$ cat config.mk
export PLATFORM = sky130hd
export DESIGN_NAME = uart_rx_cfg
export DESIGN_NICKNAME = d
export VERILOG_FILES = /design/src/rtl/uart_rx_cfg.sv
export SDC_FILE = /design/constraint.sdc
export NUM_CORES = 1
export LEC_CHECK = 0
export CAP_MARGIN = 10
export CORE_MARGIN = 2
export CORE_UTILIZATION = 45
export DETAILED_ROUTE_END_ITERATION = 7
export DONT_BUFFER_PORTS = 1
export GPL_TIMING_DRIVEN = 0
export PLACE_DENSITY = 0.64
export SYNTH_ARGS = -nofsm -noshare
export SYNTH_HDL_FRONTEND = slang
export SYNTH_SLANG_ARGS = --single-unit
export TNS_END_PERCENT = 5
$ cat constraint.sdc
create_clock -name clk -period 6.7 [get_ports clk]
set_clock_uncertainty 0.15 [all_clocks]
set_input_delay 1.34 -clock clk [delete_from_list [all_inputs] [get_ports clk]]
set_output_delay 1.34 -clock clk [all_outputs]
set_load 0.02 [all_outputs]
$ cat src/rtl/uart_rx_cfg.sv
// uart_rx_cfg: runtime-configurable UART receiver with majority-vote
// oversampling, 5..8 data bits, none/even/odd parity, 1 or 2 stop bits,
// break detection and an RX FIFO drained through a valid/ready read port.
//
// Ports:
//   clk, rst              system clock, synchronous active-high reset
//   uart_rxd              asynchronous serial input (idle high)
//   cfg_data_bits         00=5, 01=6, 10=7, 11=8 data bits
//   cfg_parity            00/11=none, 01=even, 10=odd
//   cfg_stop2             1 = two stop bits expected
//   uart_rd_data          head character, right-aligned, unused MSBs 0
//   uart_rd_frame_err     framing error flag of the head character
//   uart_rd_parity_err    parity error flag of the head character
//   uart_rd_valid         FIFO not empty
//   uart_rd_ready         consumer accepts the head entry
//   rx_busy               frame in progress
//   break_det             one-cycle pulse on a detected break
//   overrun               sticky: a character was dropped on a full FIFO
//   err_clr               clears overrun
//   fifo_count            entries currently held
module uart_rx_cfg #(
    parameter int unsigned CLK_FREQ   = 100000000,
    parameter int unsigned BAUD_RATE  = 115200,
    parameter int unsigned OVERSAMPLE = 16,
    parameter int unsigned FIFO_DEPTH = 16
) (
    input  logic                              clk,
    input  logic                              rst,
    input  logic                              uart_rxd,
    input  logic [1:0]                        cfg_data_bits,
    input  logic [1:0]                        cfg_parity,
    input  logic                              cfg_stop2,
    output logic [7:0]                        uart_rd_data,
    output logic                              uart_rd_frame_err,
    output logic                              uart_rd_parity_err,
    output logic                              uart_rd_valid,
    input  logic                              uart_rd_ready,
    output logic                              rx_busy,
    output logic                              break_det,
    output logic                              overrun,
    input  logic                              err_clr,
    output logic [$clog2(FIFO_DEPTH+1)-1:0]   fifo_count
);

    localparam int unsigned DIV     = CLK_FREQ / (BAUD_RATE * OVERSAMPLE);
    localparam int unsigned DIV_W   = (DIV > 1) ? $clog2(DIV) : 1;
    localparam int unsigned OS_W    = $clog2(OVERSAMPLE);
    localparam int unsigned PTR_W   = $clog2(FIFO_DEPTH);
    localparam int unsigned CNT_W   = $clog2(FIFO_DEPTH + 1);

    typedef struct packed {
        logic       parity_err;
        logic       frame_err;
        logic [7:0] data;
    } rx_entry_t;

    typedef enum logic [2:0] {
        S_IDLE,
        S_START,
        S_DATA,
        S_PARITY,
        S_STOP,
        S_HOLD
    } state_e;

    // ---------------- synchroniser and edge detect ----------------
    logic sync1_q, sync2_q, prev_q;

    always_ff @(posedge clk) begin
        if (rst) begin
            sync1_q <= 1'b1;
            sync2_q <= 1'b1;
            prev_q  <= 1'b1;
        end else begin
            sync1_q <= uart_rxd;
            sync2_q <= sync1_q;
            prev_q  <= sync2_q;
        end
    end

    state_e state_q, state_d;
    logic   start_edge_c;

    assign start_edge_c = (state_q == S_IDLE) && prev_q && !sync2_q;

    // ---------------- oversample tick generator ----------------
    logic [DIV_W-1:0] div_cnt_q;
    logic [OS_W-1:0]  os_cnt_q;
    logic             tick_c;
    logic             sample_c;
    logic             vote1_q, vote2_q;
    logic             maj_c;

    assign tick_c   = (div_cnt_q == DIV_W'(DIV - 1));
    assign sample_c = tick_c && (os_cnt_q == OS_W'(OVERSAMPLE / 2 + 1));
    assign maj_c    = (vote1_q & vote2_q) | (vote1_q & sync2_q) | (vote2_q & sync2_q);

    // Restarting on the start edge aligns every bit window to that edge.
    always_ff @(posedge clk) begin
        if (rst || start_edge_c) begin
            div_cnt_q <= '0;
            os_cnt_q  <= '0;
        end else if (tick_c) begin
            div_cnt_q <= '0;
            os_cnt_q  <= (os_cnt_q == OS_W'(OVERSAMPLE - 1)) ? '0 : os_cnt_q + OS_W'(1);
        end else begin
            div_cnt_q <= div_cnt_q + DIV_W'(1);
        end
    end

    // First two of the three majority samples; the third is live rxd.
    always_ff @(posedge clk) begin
        if (rst) begin
            vote1_q <= 1'b1;
            vote2_q <= 1'b1;
        end else if (tick_c) begin
            if (os_cnt_q == OS_W'(OVERSAMPLE / 2 - 1)) vote1_q <= sync2_q;
            if (os_cnt_q == OS_W'(OVERSAMPLE / 2))     vote2_q <= sync2_q;
        end
    end

    // ---------------- receive FSM ----------------
    logic [2:0] bit_cnt_q, bit_cnt_d;
    logic       stop_cnt_q, stop_cnt_d;
    logic [7:0] data_q, data_d;
    logic       par_bit_q, par_bit_d;
    logic       frame_err_q, frame_err_d;
    logic [1:0] nbits_q, nbits_d;
    logic       par_en_q, par_en_d;
    logic       par_odd_q, par_odd_d;
    logic       stop2_q, stop2_d;
    logic       break_q, break_d;
    logic       push_c;
    logic       push_fe_c;
    logic       par_err_c;
    rx_entry_t  push_entry_c;

    always_ff @(posedge clk) begin
        if (rst) begin
            state_q     <= S_IDLE;
            bit_cnt_q   <= '0;
            stop_cnt_q  <= 1'b0;
            data_q      <= '0;
            par_bit_q   <= 1'b0;
            frame_err_q <= 1'b0;
            nbits_q     <= '0;
            par_en_q    <= 1'b0;
            par_odd_q   <= 1'b0;
            stop2_q     <= 1'b0;
            break_q     <= 1'b0;
        end else begin
            state_q     <= state_d;
            bit_cnt_q   <= bit_cnt_d;
            stop_cnt_q  <= stop_cnt_d;
            data_q      <= data_d;
            par_bit_q   <= par_bit_d;
            frame_err_q <= frame_err_d;
            nbits_q     <= nbits_d;
            par_en_q    <= par_en_d;
            par_odd_q   <= par_odd_d;
            stop2_q     <= stop2_d;
            break_q     <= break_d;
        end
    end

    // Parity check over the received data plus the parity bit.
    assign par_err_c = par_en_q && ((^data_q ^ par_bit_q) != par_odd_q);

    always_comb begin
        state_d     = state_q;
        bit_cnt_d   = bit_cnt_q;
        stop_cnt_d  = stop_cnt_q;
        data_d      = data_q;
        par_bit_d   = par_bit_q;
        frame_err_d = frame_err_q;
        nbits_d     = nbits_q;
        par_en_d    = par_en_q;
        par_odd_d   = par_odd_q;
        stop2_d     = stop2_q;
        break_d     = 1'b0;
        push_c      = 1'b0;
        push_fe_c   = frame_err_q | ~maj_c;

        case (state_q)
            S_IDLE: begin
                if (start_edge_c) state_d = S_START;
            end
            S_START: begin
                if (sample_c) begin
                    if (maj_c) begin
                        state_d = S_IDLE;
                    end else begin
                        // Configuration is frozen for the rest of the frame.
                        nbits_d     = cfg_data_bits;
                        par_en_d    = (cfg_parity == 2'b01) || (cfg_parity == 2'b10);
                        par_odd_d   = (cfg_parity == 2'b10);
                        stop2_d     = cfg_stop2;
                        data_d      = '0;
                        bit_cnt_d   = '0;
                        stop_cnt_d  = 1'b0;
                        par_bit_d   = 1'b0;
                        frame_err_d = 1'b0;
                        state_d     = S_DATA;
                    end
                end
            end
            S_DATA: begin
                if (sample_c) begin
                    data_d[bit_cnt_q] = maj_c;
                    if (bit_cnt_q == (3'(nbits_q) + 3'd4)) begin
                        state_d = par_en_q ? S_PARITY : S_STOP;
                    end else begin
                        bit_cnt_d = bit_cnt_q + 3'd1;
                    end
                end
            end
            S_PARITY: begin
                if (sample_c) begin
                    par_bit_d = maj_c;
                    state_d   = S_STOP;
                end
            end
            S_STOP: begin
                if (sample_c) begin
                    if (!stop_cnt_q && (data_q == 8'h00) && !(par_en_q && par_bit_q) && !maj_c) begin
                        // Break: line low through data, parity and first stop.
                        break_d = 1'b1;
                        state_d = S_HOLD;
                    end else if (stop2_q && !stop_cnt_q) begin
                        frame_err_d = push_fe_c;
                        stop_cnt_d  = 1'b1;
                    end else begin
                        push_c  = 1'b1;
                        state_d = S_IDLE;
                    end
                end
            end
            S_HOLD: begin
                if (sync2_q) state_d = S_IDLE;
            end
            default: state_d = S_IDLE;
        endcase
    end

    assign push_entry_c = '{parity_err: par_err_c, frame_err: push_fe_c, data: data_q};

    assign rx_busy   = (state_q != S_IDLE) && (state_q != S_HOLD);
    assign break_det = break_q;

    // ---------------- RX FIFO ----------------
    rx_entry_t        mem_q [FIFO_DEPTH];
    logic [PTR_W-1:0] wr_ptr_q, rd_ptr_q;
    logic [CNT_W-1:0] cnt_q;
    logic             overrun_q;
    logic             full_c, pop_c, push_ok_c, drop_c;
    rx_entry_t        head_c;

    assign full_c    = (cnt_q == CNT_W'(FIFO_DEPTH));
    assign pop_c     = uart_rd_valid && uart_rd_ready;
    assign push_ok_c = push_c && (!full_c || pop_c);
    assign drop_c    = push_c && full_c && !pop_c;

    always_ff @(posedge clk) begin
        if (push_ok_c) mem_q[wr_ptr_q] <= push_entry_c;
    end

    always_ff @(posedge clk) begin
        if (rst) begin
            wr_ptr_q  <= '0;
            rd_ptr_q  <= '0;
            cnt_q     <= '0;
            overrun_q <= 1'b0;
        end else begin
            if (push_ok_c) wr_ptr_q <= wr_ptr_q + PTR_W'(1);
            if (pop_c)     rd_ptr_q <= rd_ptr_q + PTR_W'(1);
            if (push_ok_c && !pop_c)      cnt_q <= cnt_q + CNT_W'(1);
            else if (!push_ok_c && pop_c) cnt_q <= cnt_q - CNT_W'(1);
            // A new drop wins over a simultaneous clear.
            if (drop_c)       overrun_q <= 1'b1;
            else if (err_clr) overrun_q <= 1'b0;
        end
    end

    assign head_c             = mem_q[rd_ptr_q];
    assign uart_rd_valid      = (cnt_q != '0);
    assign uart_rd_data       = uart_rd_valid ? head_c.data : 8'h00;
    assign uart_rd_frame_err  = uart_rd_valid && head_c.frame_err;
    assign uart_rd_parity_err = uart_rd_valid && head_c.parity_err;
    assign overrun            = overrun_q;
    assign fifo_count         = cnt_q;

endmodule
# == Word-level counts from Yosys, hierarchy flattened ==
# Memory sizes are Yosys's and may differ from the RTL's. A register that Yosys moved wholly into a read port is not among the register bits.
# Cells that the tools add are included.
# word_totals
mem_bits_ro,0
mem_count,1
input_bits,10
ram_bits,160
ff_bits,52
word_cells,171
latch_bits,0
# mem_list
name,depth,word_bits,read_ports,rd_clocked_by_memory_dff,write_ports,line_no,text
mem_q,16,10,1,1,1,251,rx_entry_t mem_q [FIFO_DEPTH];
# op_classes
addsub,8
n_bitwise,10
div_mod_pow,0
n_eq_ne,28
shifts,0
muxes,51
magnitude_cmp,2
mul,0
reduce_logical,49
# op_table
cell,n
3-bit 2-to-1 mux,14
8-bit 2-to-1 mux,4
"2-bit != test, second input constant",11
1-bit logical AND,19
1-bit 2-to-1 mux,19
3-bit case mux with 6 select lines,1
8-bit case mux with 2 select lines,1
"4-bit by 1-bit adder with 4-bit output, second input constant",3
"4-bit equality test, second input constant",3
4-bit 2-to-1 mux,3
5-bit 2-to-1 mux,2
2-bit nonzero test,5
8-bit bitwise mux,1
8-bit logical NOT,1
4-bit AND reduction,2
8-bit AND reduction,1
8-bit XOR reduction,1
1-bit logical NOT,7
"6-bit by 1-bit adder with 6-bit output, second input constant",1
"3-bit by 2-bit equality test with 1-bit output, second input constant",2
"3-bit equality test, second input constant",2
"6-bit equality test, second input constant",1
"3-bit != test, second input constant",2
1-bit case mux with 2 select lines,3
30 further kinds,39

# == Longest topological paths before layout ==
# Gate-level depths: netlist of run 1.
# logic_depth
depth_word,13
ltp_mapped,14
ltp_nobuf,14

# == Worst setup path after synthesis of run 1 ==
# OpenSTA, ideal clock, no wires.
# synth_timing
path_kind,input-to-reg
from,input uart_rd_ready
to,"register cnt_q[4], in the netlist fifo_count[4]"
stages,11
setup_slack_ps,2944
arrival_ps,3535
setup_ps,71
cell_sequence,nor3b_1 > or4_4 > inv_2 > ha_1 > inv_1 > fa_1 > a21o_1 > a21oi_1 > xnor2_1 > or3_1 > a21oi_1
# synth_via
elab_chain_cells,6
# synth_rtl
item,line_no,text
"start, declared",37,"input logic uart_rd_ready,"
1-bit logical AND *,259,assign pop_c = uart_rd_valid && uart_rd_ready;
1-bit logical OR *,260,assign push_ok_c = push_c && (!full_c || pop_c);
1-bit logical AND *,260,
net push_ok_c,255,"logic full_c, pop_c, push_ok_c, drop_c;"
1-bit logical NOT,277,else if (!push_ok_c && pop_c) cnt_q <= cnt_q - CNT_W'(1);
1-bit logical AND,277,
2-bit nonzero test (no source line),-,
"end signal, assigned",276,if (push_ok_c && !pop_c) cnt_q <= cnt_q + CNT_W'(1);
"end signal, assigned",277,
"end, declared",253,logic [CNT_W-1:0] cnt_q;
# The timed path passes the listed nets; every way through them passes the cells marked *.
# A chain may end at the register's enable or synchronous reset.

==> impl_metrics.xml, run 1 <==
<?xml version="1.0" encoding="UTF-8"?>
<metrics>
  <group name="min_path">
    <metric name="hold_path.class" unit="">reg2reg</metric>
  </group>
  <group name="floorplan">
    <metric name="placeableCoreArea" unit="um^2">19700</metric>
    <metric name="num_rows" unit="">51</metric>
    <metric name="initial_utilization" unit="">0.462</metric>
    <metric name="die_span_x" unit="um">146</metric>
    <metric name="design.portCount" unit="">29</metric>
    <metric name="die-area" unit="um^2">21300</metric>
    <metric name="die_height" unit="um">146</metric>
  </group>
  <group name="clock_tree">
    <metric name="cts.repair.resized" unit="">0</metric>
    <metric name="number_of_buffers_created_by_cts" unit="">23</metric>
    <metric name="holdBufCountCts" unit="">0</metric>
    <metric name="clockBufferDepth" unit="">3</metric>
    <metric name="clk_pin_slew" unit="ns">0.06</metric>
    <metric name="clockRootBuffer" unit="">sky130_fd_sc_hd__clkbuf_16</metric>
    <metric name="clk_latency" unit="ns">0.51</metric>
    <metric name="cts-htree-levels" unit="">1</metric>
    <metric name="post_cts.repair.setup_buffers" unit="">0</metric>
    <metric name="tritoncts" unit="">done</metric>
    <metric name="cts_num_sinks" unit="">216</metric>
  </group>
  <group name="setup_path">
    <metric name="worstPathArrival" unit="ns">2.83</metric>
    <metric name="worst-endpoint-required" unit="ns">5.21</metric>
    <metric name="path_class" unit="">reg2out</metric>
    <metric name="worst-path-max-fanout" unit="">10</metric>
    <metric name="worst_setup_path_start_kind" unit="">flop</metric>
    <metric name="setup.worst_path.end_class" unit="">output port</metric>
  </group>
  <group name="pwr">
    <metric name="p_per_area" unit="nW/um^2">312</metric>
    <metric name="vdd_drop_max" unit="mV">0.184</metric>
    <metric name="cellLeakagePower" unit="uW">0.00344</metric>
  </group>
  <group name="drt">
    <metric name="vias" unit="">4958</metric>
    <metric name="viasPerCell" unit="">5.55</metric>
    <metric name="first_iter_violations" unit="">344</metric>
    <metric name="first_pass_iters" unit="">4</metric>
    <metric name="detail_route.wl_per_cell" unit="um">20.3</metric>
    <metric name="antenna_viol_nets_final" unit="">0</metric>
    <metric name="detail_route.wirelength" unit="um">18100</metric>
    <metric name="drc_errors" unit="">0</metric>
  </group>
  <group name="grt">
    <metric name="grt_antenna_before_repair" unit="">0</metric>
    <metric name="grt_first_pass_wirelength" unit="um">28600</metric>
    <metric name="grt_pass1_vias" unit="">5014</metric>
    <metric name="overflow" unit="">0</metric>
    <metric name="global_route.usage.total" unit="">0.174</metric>
    <metric name="grt_max_degree" unit="">19</metric>
  </group>
  <group name="place">
    <metric name="dpl.hpwl" unit="um">12000</metric>
    <metric name="place_area" unit="um^2">9440</metric>
    <metric name="gp_congestion" unit="">0.857</metric>
    <metric name="buffer_ports.inserted" unit="">0</metric>
  </group>
  <group name="finish">
    <metric name="fin_area" unit="um^2">10200</metric>
    <metric name="final_common_cell" unit="">sky130_fd_sc_hd__edfxtp_1</metric>
    <metric name="finish.net_count" unit="">642</metric>
    <metric name="n_antenna_cell" unit="">0</metric>
    <metric name="layout-drive-gt1-share" unit="">0.186</metric>
    <metric name="top_library_cells_by_usage_in_the_layout_fill_and_taps_aside" unit="">160 x sky130_fd_sc_hd__edfxtp_1, 56 x sky130_fd_sc_hd__dfxtp_1, 53 x sky130_fd_sc_hd__nor2_1, 50 x sky130_fd_sc_hd__mux4_2, 24 x sky130_fd_sc_hd__a21oi_1</metric>
    <metric name="area_delta_synth_final" unit="%">11.9</metric>
  </group>
  <group name="sta">
    <metric name="sum_of_negative_setup_slack" unit="ns">0</metric>
    <metric name="finalSetupViolCount" unit="">0</metric>
    <metric name="final-hold-violation-count" unit="">0</metric>
    <metric name="grt_setup_unrepaired" unit="">no</metric>
    <metric name="worstMarginPinSlew" unit="ns">1.06</metric>
    <metric name="fmax" unit="GHz">0.232</metric>
    <metric name="fin_crit_sh" unit="">0.645</metric>
    <metric name="slew-limit-headroom" unit="">0.290</metric>
    <metric name="drv_slew" unit="">0</metric>
    <metric name="final.min_clock_period" unit="ns">4.32</metric>
  </group>
  <group name="synthesis">
    <metric name="yosysUniqueCellTypes" unit="">57</metric>
    <metric name="synth_nets" unit="">616</metric>
    <metric name="ys_dominant_reg_cell" unit="">sky130_fd_sc_hd__edfxtp_1</metric>
    <metric name="synth_edf_count" unit="">160</metric>
    <metric name="syn-cell-area" unit="um^2">9080</metric>
    <metric name="portion_of_the_post_synthesis_area_used_by_sequential_elements" unit="">0.653</metric>
    <metric name="avgSynthCellArea" unit="um^2">15.5</metric>
    <metric name="postSynthCellCount" unit="">585</metric>
    <metric name="async_reset_ff_frac" unit="">0</metric>
    <metric name="ys_seq_elements" unit="">216</metric>
    <metric name="ys_warn_count" unit="">0</metric>
  </group>
  <group name="status">
    <metric name="outcome" unit="">completed</metric>
  </group>
  <group name="flow_run">
    <metric name="cap_violations" unit="">0</metric>
  </group>
</metrics>
worst max-delay path: stages, from the launching register on:
cell and delay [ns]:
sky130_fd_sc_hd__dfxtp_1 0.31, sky130_fd_sc_hd__clkbuf_1 0.23, sky130_fd_sc_hd__buf_2 0.41, sky130_fd_sc_hd__mux4_2 0.60, sky130_fd_sc_hd__mux4_2 0.52, sky130_fd_sc_hd__and2_1 0.25
cell families (layout without fill, tap and decap cells):
kind of cell / after synthesis / in the layout / synth area share
DFF: 216 / 216 / 0.653
and+or+nand+nor: 148 / 148 / 0.0871
xor gates and xnor gates: 21 / 21 / 0.0203
muxes: 64 / 64 / 0.141
buffers and inverters: 49 / 92 / 0.0225
AOI/OAI and AO/OA: 65 / 65 / 0.0452
adders and majority gates: 22 / 22 / 0.0313
stage by stage:
stage | hold WS, ns | cells | power (uW) | util | worst slack (ns)
final | 0.265 | 893 | 3170 | 0.517 | 2.38
after global routing | 0.286 | 893 | 3300 | 0.517 | 2.27
after CTS | 0.271 | 893 | 3210 | 0.517 | 2.35
after detailed placement | 0.257 | 851 | 2000 | 0.480 | 2.66
after global placement | 0.250 | 850 | 1990 | 0.479 | 2.55
after floorplan | 0.239 | 585 | 1880 | - | 2.94
registers in the layout, indices dropped and copies added (netlist names), 2 cells and up, named ones only:
signal / cells
data_q: 8
bit_cnt_q: 3
mem_q: 160
state_q: 3
fifo_count: 5
os_cnt_q: 4
nbits_q: 2
wr_ptr_q: 4
div_cnt_q: 6
rd_ptr_q: 4
layout make-up:
type                       instances  area [um^2]
buffer                            29          129
clock buffer                      29          598
clock inverter                    13          119
fill                            1689         9490
inverter                          20         75.1
multi-input combinational        320         2970
sequential                       216         5930
tap                              265          332
timing repair buffer               1         11.3
synth_stat cells, types with 11 or more instances:
master                       n  area, um^2
sky130_fd_sc_hd__and2_1     12        75.1
sky130_fd_sc_hd__nor2_1     53         199
sky130_fd_sc_hd__a21oi_1    24         120
sky130_fd_sc_hd__edfxtp_1  160        4800
sky130_fd_sc_hd__mux2i_1    11         110
sky130_fd_sc_hd__inv_1      19        71.3
sky130_fd_sc_hd__mux4_2     50        1130
sky130_fd_sc_hd__xnor2_1    12         105
sky130_fd_sc_hd__nand2b_1   12        75.1
sky130_fd_sc_hd__o21ai_0    19        95.1
sky130_fd_sc_hd__dfxtp_1    56        1120
sky130_fd_sc_hd__ha_1       20         250
sky130_fd_sc_hd__clkbuf_1   17        63.8
sky130_fd_sc_hd__nand2_1    18        67.6
path summary, 6_finish.rpt:
path | cells past startpoint | endpoint | start | slack (ns)
worst max-delay path | 5 | uart_rd_frame_err | flop | 2.38
worst min register to register | 1 | sync2_q | sync1_q | 0.27
worst min-delay path | 1 | sync2_q | sync1_q | 0.27
worst max register to register | 14 | fifo_count[4] | data_q[1] | 2.70
power breakdown:
part	switching [uW]	internal, uW
clock	499	710
combinational	269	218
sequential	35.3	1440
total	803	2370
routing by layer:
layer / up-vias / part of all wire / global-route usage
met3: 27 / 0.046 / 0.0325
met5: - / 0 / 0
met1: 2548 / 0.44 / 0.240
met2: 105 / 0.49 / 0.290
li1: 2278 / - / -
met4: 0 / 0.020 / 0.0379
No activity file was read; power rests on OpenSTA's default activity.
==> run 2, diff against run 1 <==
==> constraint.sdc (replaced) <==
create_clock -name clk -period 4.3 [get_ports clk]
set_clock_uncertainty 0.15 [all_clocks]
set_input_delay 0.86 -clock clk [delete_from_list [all_inputs] [get_ports clk]]
set_output_delay 0.86 -clock clk [all_outputs]
set_load 0.02 [all_outputs]
==> impl_metrics.xml, run 2 (same netlist as run 1, synthesis figures left out) <==
<?xml version="1.0" encoding="UTF-8"?>
<metrics>
  <group name="pwr">
    <metric name="cellLeakagePower" unit="uW">0.00345</metric>
    <metric name="p_per_area" unit="nW/um^2">484</metric>
    <metric name="pwr-share-seq" unit="">0.467</metric>
    <metric name="power_switching_share" unit="">0.251</metric>
    <metric name="comb_power_share" unit="">0.151</metric>
    <metric name="clock_power_share" unit="">0.383</metric>
    <metric name="intPower" unit="uW">3680</metric>
    <metric name="vdd_drop_max" unit="mV">0.286</metric>
    <metric name="net-switching-power" unit="uW">1240</metric>
  </group>
  <group name="min_path">
    <metric name="min-delay-start" unit="">sync1_q</metric>
    <metric name="min_path_cells" unit="">1</metric>
    <metric name="hold_path.class" unit="">reg2reg</metric>
    <metric name="min_delay_worst_endpoint" unit="">sync2_q</metric>
  </group>
  <group name="flow_run">
    <metric name="cap_violations" unit="">0</metric>
  </group>
  <group name="finish">
    <metric name="layout-drive-gt1-share" unit="">0.189</metric>
    <metric name="multi_input_comb_area" unit="um^2">2970</metric>
    <metric name="largest-register" unit="">mem_q</metric>
    <metric name="final-seq-area" unit="um^2">5930</metric>
    <metric name="largest_register_ff_count" unit="">160</metric>
    <metric name="area_delta_synth_final" unit="%">11.9</metric>
    <metric name="finish.net_count" unit="">642</metric>
    <metric name="layout.filler_cells" unit="">1689</metric>
    <metric name="n_antenna_cell" unit="">0</metric>
    <metric name="final_common_cell" unit="">sky130_fd_sc_hd__edfxtp_1</metric>
    <metric name="post-route-util" unit="">0.517</metric>
    <metric name="fin_area" unit="um^2">10200</metric>
    <metric name="top_library_cells_by_usage_in_the_layout_fill_and_taps_aside" unit="">160 x sky130_fd_sc_hd__edfxtp_1, 54 x sky130_fd_sc_hd__dfxtp_1, 53 x sky130_fd_sc_hd__nor2_1, 50 x sky130_fd_sc_hd__mux4_2, 24 x sky130_fd_sc_hd__a21oi_1</metric>
    <metric name="largestRegisters" unit="">mem_q (160), data_q (8), div_cnt_q (6)</metric>
  </group>
  <group name="grt">
    <metric name="grt_first_pass_wirelength" unit="um">28600</metric>
    <metric name="overflow" unit="">0</metric>
    <metric name="global_route.usage.total" unit="">0.174</metric>
    <metric name="grt_antenna_before_repair" unit="">0</metric>
    <metric name="grt_max_degree" unit="">19</metric>
    <metric name="grt_pass1_vias" unit="">5014</metric>
  </group>
  <group name="place">
    <metric name="dpl.hpwl" unit="um">12000</metric>
    <metric name="dp_slack" unit="ns">0.264</metric>
    <metric name="buffer_ports.inserted" unit="">0</metric>
    <metric name="place_area" unit="um^2">9440</metric>
    <metric name="gp_congestion" unit="">0.857</metric>
  </group>
  <group name="setup_path">
    <metric name="worst_setup_path_start_kind" unit="">flop</metric>
    <metric name="critical_r2r_launch" unit="">data_q[4]</metric>
    <metric name="worst-endpoint-required" unit="ns">4.58</metric>
    <metric name="worst-path-max-fanout" unit="">17</metric>
    <metric name="setup.worst_path.end_class" unit="">flop</metric>
    <metric name="worstReg2RegEnd" unit="">fifo_count[4]</metric>
    <metric name="reg2regPathDepth" unit="">14</metric>
    <metric name="worstPathArrival" unit="ns">4.22</metric>
    <metric name="path_class" unit="">reg2reg</metric>
    <metric name="flop_to_flop_setup_slack" unit="ns">0.36</metric>
  </group>
  <group name="clock_tree">
    <metric name="post_cts.repair.setup_buffers" unit="">0</metric>
    <metric name="cts_num_sinks" unit="">216</metric>
    <metric name="clk_latency" unit="ns">0.50</metric>
    <metric name="clk_pin_slew" unit="ns">0.06</metric>
    <metric name="tritoncts" unit="">done</metric>
    <metric name="holdBufCountCts" unit="">0</metric>
    <metric name="clockRootBuffer" unit="">sky130_fd_sc_hd__clkbuf_16</metric>
    <metric name="number_of_buffers_created_by_cts" unit="">23</metric>
    <metric name="clockBufferDepth" unit="">3</metric>
    <metric name="cts.repair.resized" unit="">0</metric>
    <metric name="cts-htree-levels" unit="">1</metric>
  </group>
  <group name="sta">
    <metric name="drv_slew" unit="">0</metric>
    <metric name="sum_of_negative_setup_slack" unit="ns">0</metric>
    <metric name="slew-limit-headroom" unit="">0.289</metric>
    <metric name="final-hold-violation-count" unit="">0</metric>
    <metric name="finalSetupViolCount" unit="">0</metric>
    <metric name="grt_setup_unrepaired" unit="">no</metric>
    <metric name="worstMarginPinSlew" unit="ns">1.06</metric>
    <metric name="fmax" unit="GHz">0.254</metric>
    <metric name="setup_ws" unit="ns">0.364</metric>
    <metric name="final.min_clock_period" unit="ns">3.94</metric>
    <metric name="fin_crit_sh" unit="">0.915</metric>
  </group>
  <group name="floorplan">
    <metric name="num_rows" unit="">51</metric>
    <metric name="die-area" unit="um^2">21300</metric>
    <metric name="initial_utilization" unit="">0.462</metric>
    <metric name="placeableCoreArea" unit="um^2">19700</metric>
    <metric name="die_span_x" unit="um">146</metric>
    <metric name="die_height" unit="um">146</metric>
    <metric name="design.portCount" unit="">29</metric>
  </group>
  <group name="drt">
    <metric name="drc_errors" unit="">0</metric>
    <metric name="detail_route.wl_per_cell" unit="um">20.3</metric>
    <metric name="antenna_viol_nets_final" unit="">0</metric>
    <metric name="vias" unit="">4950</metric>
    <metric name="first_iter_violations" unit="">372</metric>
    <metric name="detail_route.wirelength" unit="um">18100</metric>
    <metric name="first_pass_iters" unit="">5</metric>
    <metric name="viasPerCell" unit="">5.54</metric>
  </group>
  <group name="status">
    <metric name="outcome" unit="">completed</metric>
  </group>
</metrics>
## run 2: cell counts in the layout (fill, tap and decap cells not counted)
Identical to the previous run, type by type.
## run 2: power by group through the flow
| stage | Combinational [uW] | Clock (uW) | Sequential, uW |
|---|---|---|---|
| after floorplan | 590 | 0 | 2330 |
| after global placement | 740 | 0 | 2340 |
| after detailed placement | 758 | 0 | 2340 |
| after CTS | 758 | 1920 | 2300 |
| after global routing | 812 | 2010 | 2300 |
| final | 741 | 1880 | 2300 |
## run 2: metrics by stage
stage / power, uW / instances / hold slack, ns
2_1_floorplan: 2920 / 585 / 0.239
3_3_place_gp: 3080 / 850 / 0.250
3_5_place_dp: 3100 / 851 / 0.257
4_1_cts: 4980 / 893 / 0.271
5_1_grt: 5130 / 893 / 0.286
6_report: 4920 / 893 / 0.265
## run 2: final cells by class
cell class	instances	area share
inverters	20	0.00739
plain buffers	29	0.0127
clock inverters	13	0.0117
flip-flops and latches	216	0.583
repair buffers	1	0.00111
multi-input cells	320	0.292
clock buffers	29	0.0589
well taps	265	0.0326
## run 2: routing by layer
metal | vias up | GRT usage | routed length (um)
met2 | 103 | 0.290 | 8880
met1 | 2543 | 0.240 | 8050
met4 | 0 | 0.0379 | 362
li1 | 2277 | - | -
met3 | 27 | 0.0325 | 823
met5 | - | 0 | 0
## run 2: how the worst max path moves through the flow
stage	end	slack, ns	depth (start not counted)	start
5_1_grt	fifo_count[4]	0.001	14	data_q[4]
2_1_floorplan	fifo_count[4]	0.98	14	data_q[4]
3_5_place_dp	fifo_count[4]	0.26	14	data_q[1]
6_report	fifo_count[4]	0.36	14	data_q[4]
4_1_cts	fifo_count[4]	0.23	14	data_q[1]
3_3_place_gp	mem_q[0][1]	0.16	8	data_q[1]
## run 2: worst max-delay path, cell delays in order (launching register included)
cell and delay (ns):
sky130_fd_sc_hd__dfxtp_1 0.76, sky130_fd_sc_hd__inv_1 0.15, sky130_fd_sc_hd__ha_1 0.23, sky130_fd_sc_hd__nand3_1 0.15
sky130_fd_sc_hd__a2111oi_4 0.07, sky130_fd_sc_hd__or4_4 0.56, sky130_fd_sc_hd__inv_2 0.18, sky130_fd_sc_hd__ha_1 0.22
sky130_fd_sc_hd__inv_1 0.11, sky130_fd_sc_hd__fa_1 0.42, sky130_fd_sc_hd__a21o_1 0.17, sky130_fd_sc_hd__a21oi_1 0.16
sky130_fd_sc_hd__xnor2_1 0.09, sky130_fd_sc_hd__or3_1 0.30, sky130_fd_sc_hd__a21oi_1 0.14
==> run 3, diff against run 2 <==
--- a/config.mk
+++ b/config.mk
@@ -12,7 +12,8 @@
 export DONT_BUFFER_PORTS = 1
 export GPL_TIMING_DRIVEN = 0
 export PLACE_DENSITY = 0.64
+export SETUP_SLACK_MARGIN = 0.05
 export SYNTH_ARGS = -nofsm -noshare
 export SYNTH_HDL_FRONTEND = slang
 export SYNTH_SLANG_ARGS = --single-unit
-export TNS_END_PERCENT = 5
+export TNS_END_PERCENT = 50
==> impl_metrics.xml, run 3 (same netlist as run 1, synthesis figures left out) <==
<?xml version="1.0" encoding="UTF-8"?>
<metrics>
  <group name="clock_tree">
    <metric name="cts.repair.resized" unit="">0</metric>
    <metric name="number_of_buffers_created_by_cts" unit="">23</metric>
    <metric name="clockBufferDepth" unit="">3</metric>
    <metric name="clockRootBuffer" unit="">sky130_fd_sc_hd__clkbuf_16</metric>
    <metric name="tritoncts" unit="">done</metric>
    <metric name="holdBufCountCts" unit="">0</metric>
    <metric name="clk_pin_slew" unit="ns">0.06</metric>
    <metric name="clk_latency" unit="ns">0.50</metric>
    <metric name="post_cts.repair.setup_buffers" unit="">0</metric>
    <metric name="cts-htree-levels" unit="">1</metric>
    <metric name="cts_num_sinks" unit="">216</metric>
  </group>
  <group name="pwr">
    <metric name="p_per_area" unit="nW/um^2">484</metric>
    <metric name="cellLeakagePower" unit="uW">0.00345</metric>
    <metric name="vdd_drop_max" unit="mV">0.286</metric>
  </group>
  <group name="setup_path">
    <metric name="worst-endpoint-required" unit="ns">4.58</metric>
    <metric name="flop_to_flop_setup_slack" unit="ns">0.38</metric>
    <metric name="worst_setup_path_start_kind" unit="">flop</metric>
    <metric name="path_class" unit="">reg2reg</metric>
    <metric name="worstPathArrival" unit="ns">4.21</metric>
    <metric name="crit_path_max_incr_delay" unit="ns">0.76</metric>
    <metric name="critical-path-slowest-cell" unit="">sky130_fd_sc_hd__dfxtp_1</metric>
    <metric name="timing.critical_path.cells" unit="">inv_1, ha_1, nand3_1, a2111oi_4, or4_4, inv_2, ha_1, inv_1, fa_1, a21o_1, a21oi_1, xnor2_1, or3_1, a21oi_1</metric>
    <metric name="setup.worst_path.end_class" unit="">flop</metric>
    <metric name="worst-path-max-fanout" unit="">17</metric>
  </group>
  <group name="floorplan">
    <metric name="num_rows" unit="">51</metric>
    <metric name="die_span_x" unit="um">146</metric>
    <metric name="die_height" unit="um">146</metric>
    <metric name="initial_utilization" unit="">0.462</metric>
    <metric name="placeableCoreArea" unit="um^2">19700</metric>
    <metric name="die-area" unit="um^2">21300</metric>
    <metric name="design.portCount" unit="">29</metric>
  </group>
  <group name="sta">
    <metric name="worstMarginPinSlew" unit="ns">1.06</metric>
    <metric name="fmax" unit="GHz">0.255</metric>
    <metric name="drv_slew" unit="">0</metric>
    <metric name="sum_of_negative_setup_slack" unit="ns">0</metric>
    <metric name="final.min_clock_period" unit="ns">3.92</metric>
    <metric name="slew-limit-headroom" unit="">0.289</metric>
    <metric name="fin_crit_sh" unit="">0.913</metric>
    <metric name="finalSetupViolCount" unit="">0</metric>
    <metric name="grt_setup_unrepaired" unit="">no</metric>
    <metric name="final-hold-violation-count" unit="">0</metric>
  </group>
  <group name="finish">
    <metric name="largestRegisters" unit="">mem_q (160), data_q (8), div_cnt_q (6)</metric>
    <metric name="finish.net_count" unit="">642</metric>
    <metric name="post-route-util" unit="">0.517</metric>
    <metric name="layout-drive-gt1-share" unit="">0.191</metric>
    <metric name="largest-register" unit="">mem_q</metric>
    <metric name="largest_register_ff_count" unit="">160</metric>
    <metric name="layout.filler_cells" unit="">1689</metric>
    <metric name="final_common_cell" unit="">sky130_fd_sc_hd__edfxtp_1</metric>
    <metric name="n_antenna_cell" unit="">0</metric>
    <metric name="area_delta_synth_final" unit="%">11.9</metric>
    <metric name="top_library_cells_by_usage_in_the_layout_fill_and_taps_aside" unit="">160 x sky130_fd_sc_hd__edfxtp_1, 53 x sky130_fd_sc_hd__nor2_1, 53 x sky130_fd_sc_hd__dfxtp_1, 50 x sky130_fd_sc_hd__mux4_2, 24 x sky130_fd_sc_hd__a21oi_1</metric>
  </group>
  <group name="place">
    <metric name="dpl.hpwl" unit="um">12000</metric>
    <metric name="buffer_ports.inserted" unit="">0</metric>
    <metric name="gp_congestion" unit="">0.857</metric>
  </group>
  <group name="drt">
    <metric name="first_pass_iters" unit="">5</metric>
    <metric name="vias" unit="">4950</metric>
    <metric name="first_iter_violations" unit="">372</metric>
    <metric name="antenna_viol_nets_final" unit="">0</metric>
    <metric name="detail_route.wirelength" unit="um">18100</metric>
    <metric name="drc_errors" unit="">0</metric>
    <metric name="viasPerCell" unit="">5.54</metric>
    <metric name="detail_route.wl_per_cell" unit="um">20.3</metric>
  </group>
  <group name="status">
    <metric name="outcome" unit="">completed</metric>
  </group>
  <group name="flow_run">
    <metric name="cap_violations" unit="">0</metric>
  </group>
  <group name="grt">
    <metric name="overflow" unit="">0</metric>
    <metric name="global_route.usage.total" unit="">0.174</metric>
    <metric name="grt_antenna_before_repair" unit="">0</metric>
    <metric name="grt_pass1_vias" unit="">5014</metric>
    <metric name="grt_max_degree" unit="">19</metric>
    <metric name="grt_first_pass_wirelength" unit="um">28600</metric>
  </group>
  <group name="min_path">
    <metric name="hold_path.class" unit="">reg2reg</metric>
  </group>
</metrics>
run 3: worst max-delay path, delay by kind of cell, from the launching register on:
family	cells	cell delay, ns
xor+xnor	1	0.09
flops	1	0.76
compound gates	4	0.54
fa+ha+maj	3	0.88
simple gates	3	1.00
buf+inv	3	0.43
run 3: per-stage QoR:
stage	area, um^2	hold slack, ns	power, uW	instances	setup WS (ns)
2_1_floorplan	9080	0.239	2920	585	0.977
3_3_place_gp	9410	0.250	3080	850	0.156
3_5_place_dp	9440	0.257	3100	851	0.264
4_1_cts	10200	0.271	4980	893	0.227
5_1_grt	10200	0.286	5130	893	0.0543
6_report	10200	0.265	4920	893	0.375
run 3: final timing paths:
kind                                start       endpoint  cells past startpoint
worst max-delay path            data_q[0]  fifo_count[4]                     14
worst min-delay path              sync1_q        sync2_q                      1
worst max register to register  data_q[0]  fifo_count[4]                     14
worst min register to register    sync1_q        sync2_q                      1
run 3: cell type report:
| class | count | area (um^2) | share of cell area |
|---|---|---|---|
| buffer | 29 | 129 | 0.0127 |
| clock buffer | 29 | 598 | 0.0588 |
| clock inverter | 13 | 119 | 0.0117 |
| inverter | 20 | 75.1 | 0.00739 |
| multi-input combinational | 320 | 2970 | 0.292 |
| sequential | 216 | 5930 | 0.583 |
| tap | 265 | 332 | 0.0326 |
| timing repair buffer | 1 | 11.3 | 0.00111 |
run 3: power by group:
| part | internal (uW) | switching, uW |
|---|---|---|
| Sequential | 2240 | 55.0 |
| Combinational | 336 | 405 |
| Clock | 1110 | 777 |
run 3: per-layer routing:
metal / wire (um) / global-route usage / vias to the layer above / part of all wire
met5: 0 / 0 / - / 0
met4: 362 / 0.0379 / 0 / 0.020
met3: 823 / 0.0325 / 27 / 0.045
met2: 8880 / 0.290 / 103 / 0.49
met1: 8050 / 0.240 / 2543 / 0.44
li1: - / - / 2277 / -
